## src/rtl/skid_reg.sv

```systemverilog
// Two-entry skid buffer with registered data and a registered oReady; 1-cycle latency, one word/cycle.
// Backpressure: oReady drops only after the skid register has absorbed a word, so no iReady->oReady path exists.
module skid_reg #(
  parameter int pStreamBits = 32
) (
  input  logic                   clk,
  input  logic                   rst,
  input  logic                   iFlush,
  input  logic                   iValid,
  input  logic [pStreamBits-1:0] iData,
  output logic                   oReady,
  output logic                   oValid,
  output logic [pStreamBits-1:0] oData,
  input  logic                   iReady,
  output logic [1:0]             oLevel
);

  typedef enum logic [1:0] {
    EMPTY = 2'd0,
    BUSY  = 2'd1,
    FULL  = 2'd2
  } state_t;

  state_t                 state_q, state_d;
  logic [pStreamBits-1:0] main_q, main_d;
  logic [pStreamBits-1:0] skid_q, skid_d;
  logic                   ready_q;
  logic                   in_fire, out_fire;

  assign in_fire  = iValid & ready_q;
  assign out_fire = (state_q != EMPTY) & iReady;

  always_comb begin
    state_d = state_q;
    main_d  = main_q;
    skid_d  = skid_q;
    if (iFlush) begin
      // Data registers are left stale; only occupancy is cleared.
      state_d = EMPTY;
    end else begin
      unique case (state_q)
        EMPTY: begin
          if (in_fire) begin
            main_d  = iData;
            state_d = BUSY;
          end
        end
        BUSY: begin
          if (in_fire && !out_fire) begin
            skid_d  = iData;
            state_d = FULL;
          end else if (!in_fire && out_fire) begin
            state_d = EMPTY;
          end else if (in_fire && out_fire) begin
            main_d  = iData;
          end
        end
        FULL: begin
          if (out_fire) begin
            main_d  = skid_q;
            state_d = BUSY;
          end
        end
        default: state_d = EMPTY;
      endcase
    end
  end

  always_ff @(posedge clk or posedge rst) begin
    if (rst) begin
      state_q <= EMPTY;
      main_q  <= '0;
      skid_q  <= '0;
      ready_q <= 1'b1;
    end else begin
      state_q <= state_d;
      main_q  <= main_d;
      skid_q  <= skid_d;
      ready_q <= (state_d != FULL);
    end
  end

  assign oReady = ready_q;
  assign oValid = (state_q != EMPTY);
  assign oData  = main_q;
  assign oLevel = state_q;

endmodule
```

## config.mk

```make
export PLATFORM = sky130hd
export DESIGN_NAME = skid_reg
export DESIGN_NICKNAME = d
export VERILOG_FILES = /design/src/rtl/skid_reg.sv
export SDC_FILE = /design/constraint.sdc
export NUM_CORES = 1
export LEC_CHECK = 0
export ABC_AREA = 1
export CORE_MARGIN = 5
export CORE_UTILIZATION = 49
export DETAILED_ROUTE_END_ITERATION = 6
export PLACE_DENSITY = 0.89
export SLEW_MARGIN = 20
export SYNTH_ARGS = -nofsm -noshare
export SYNTH_HDL_FRONTEND = slang
export SYNTH_SLANG_ARGS = --single-unit
export TNS_END_PERCENT = 100
```

## constraint.sdc

```tcl
create_clock -name clk -period 3 [get_ports clk]
set_input_delay 0.9 -clock clk [delete_from_list [all_inputs] [get_ports clk]]
set_output_delay 0.9 -clock clk [all_outputs]
set_load 0.02 [all_outputs]
```

==> impl_metrics.json <==
{
  "drive_above_1_share_pct": 6.92,
  "crit_chain": "nor2_1, inv_1, clkdlybuf4s50_1",
  "cp.required_ns": 2.10,
  "layout_setup_ws_ns": 0.493,
  "dpl_cell_area_um2": 3790,
  "fp.dieH_um": 88.6,
  "n_antenna_cell": 0,
  "vias": 2674,
  "synth_nets": 413,
  "worstPathArrival_ns": 1.61,
  "drt-pass1-iter-count": 4,
  "max_freq_ghz": 0.399,
  "dieArea_um2": 7860,
  "final_hold_viol_count": 0,
  "ys_warn_count": 0,
  "fin_setup_tns_ns": 0,
  "drt_wl_total_um": 7100,
  "synth.top_cell.area_share_pct": 54.5,
  "rsz0062_at_grt": "false",
  "crit_fanout": 7,
  "clk_pin_slew_ns": 0.07,
  "worstSetupStartpointType": "flop",
  "cts_root_buf": "clkbuf_8",
  "dp_slack_ns": 0.406,
  "io_buffers": 72,
  "antenna_found_initial": 0,
  "final.setup_skew_ns": 0.00533,
  "wl_per_cell_um": 13.6,
  "yosysTopAreaCell": "dfrtp_1",
  "peakVddDrop_mv": 0.467,
  "end_kind": "output pin",
  "grt_pass1_vias": 2563,
  "ys_seq_area_share_pct": 55.4,
  "synth.avg_cell_area_um2": 8.06,
  "setup_viol": 0,
  "grt_pass1_wl_um": 11700,
  "dpl.cell_count": 507,
  "yosys-top-cells-area": "dfrtp_1 (55%), nand2_1 (13%), nand3_1 (5.6%)",
  "pwr_density_cell_nw_per_um2": 718,
  "grt_overflow": 0,
  "nNetsFinal": 480,
  "die_w_um": 88.6,
  "fin_cells": 523,
  "synthesis.instances": 376,
  "final_common_cell": "nand2_1",
  "slowest_stage": "clkdlybuf4s50_1",
  "drt_iter0_markers": 221,
  "p_leak_nw": 2.10,
  "io_pins": 73,
  "place_congestion": 0.754,
  "finalInstanceArea_um2": 4050,
  "hpwl_um": 4940,
  "htreeDepth": 3,
  "cts_buffer_depth": 2,
  "status": "completed",
  "slew_viol_final": 0,
  "row_count": 28,
  "layout_common_cells": "nand2_1 (105), clkdlybuf4s50_1 (72), dfrtp_1 (66)",
  "clk_latency_ns": 0.34,
  "synth.distinct_cells": 20,
  "max_stage_delay_ns": 0.60,
  "core-area_um2": 5960,
  "tightest_slew_ns": 0.611,
  "cts_tree": "done",
  "hold_buffers": 0,
  "utilization_pct": 68.0,
  "grt_start_max_net_pins": 65,
  "min_period_over_period_pct": 83.6,
  "syn_to_final_growth_pct": 33.6,
  "cts_resized": 0,
  "finalCriticalPeriod_ns": 2.51,
  "via_per_inst": 5.11,
  "synth-seq-cells": 67,
  "start_util_pct": 50.9,
  "use_met2_pct": 32.9,
  "hold_path.class": "flop to flop",
  "crit_type": "flop to output pin",
  "met1_usage_pct": 24.3,
  "antenna_left": 0,
  "grtUsageTotal_pct": 19.6,
  "netlist_area_um2": 3030,
  "grtUsageMet3_pct": 4.93,
  "ff2ff_setup_slack_ns": 1.26,
  "cts_made_buffers": 9,
  "cts_setup_buffers": 0,
  "max_cap_viol_count": 0,
  "clock_sinks": 67,
  "grt_most_used_layer": "met2",
  "max-slew-margin-rel_pct": 59.3,
  "drc": 0
}
## final timing paths
path | startpoint | to | cells after the start
max | oLevel[1] | oValid | 3
min | oData[27] | oData[27] | 2
max reg2reg | oReady | oData[21] | 8
min reg2reg | oData[27] | oData[27] | 2
max in group asynchronous | rst | skid_q[7] | 3
min in group asynchronous | rst | skid_q[27] | 2
## power breakdown
group	total (mW)	internal [mW]	switching, mW
registers	1.25	1.12	0.126
clock network	0.949	0.619	0.330
logic	0.711	0.331	0.380
## registers in the layout, indices dropped and copies added, names as in the netlist
| signal | count |
|---|---|
| oReady | 1 |
| oData | 32 |
| skid_q | 32 |
| oLevel | 2 |
## synth_stat cells (all sizes together)
| master | number |
|---|---|
| a21oi | 33 |
| a22oi | 1 |
| buf | 19 |
| clkbuf | 3 |
| dfrtp | 66 |
| dfstp | 1 |
| inv | 41 |
| nand2 | 108 |
| nand3 | 34 |
| nand4 | 2 |
| nor2 | 36 |
| o21ai | 32 |
## layer usage
metal / part of all wire (%) / routed length (um) / vias up
met5: 0 / 0 / -
met4: 1.2 / 85 / 0
met3: 7.6 / 543 / 6
met2: 50 / 3560 / 89
met1: 41 / 2910 / 1260
li1: - / - / 1319
## per-stage QoR
step	total power [mW]	hold slack [ns]
3_5_place_dp	1.98	0.462
6_report	2.91	0.474
2_1_floorplan	1.63	0.454
3_3_place_gp	1.95	0.458
5_1_grt	3.07	0.500
4_1_cts	2.93	0.479
## worst max-delay path, delay by kind of cell, from the launching register on
| kind | cells | cell delay [ns] |
|---|---|---|
| DFF | 1 | 0.50 |
| and+or+nand+nor | 1 | 0.09 |
| buffers and inverters | 2 | 0.68 |
## kinds of logic after synthesis
| group | Yosys count | synth area share (%) |
|---|---|---|
| AOI/OAI and AO/OA | 66 | 11.0 |
| buffers and inverters | 63 | 8.92 |
| DFF | 67 | 55.4 |
| and+or+nand+nor | 180 | 24.7 |
## area by class of cell
class / instances / area [um^2]
sequential: 67 / 1680
inverter: 41 / 154
clock buffer: 12 / 165
multi-input combinational: 246 / 1080
tap: 75 / 93.8
fill: 470 / 1910
clock inverter: 4 / 95.1
timing repair buffer: 78 / 778
Power figures use the tool's default switching activity.
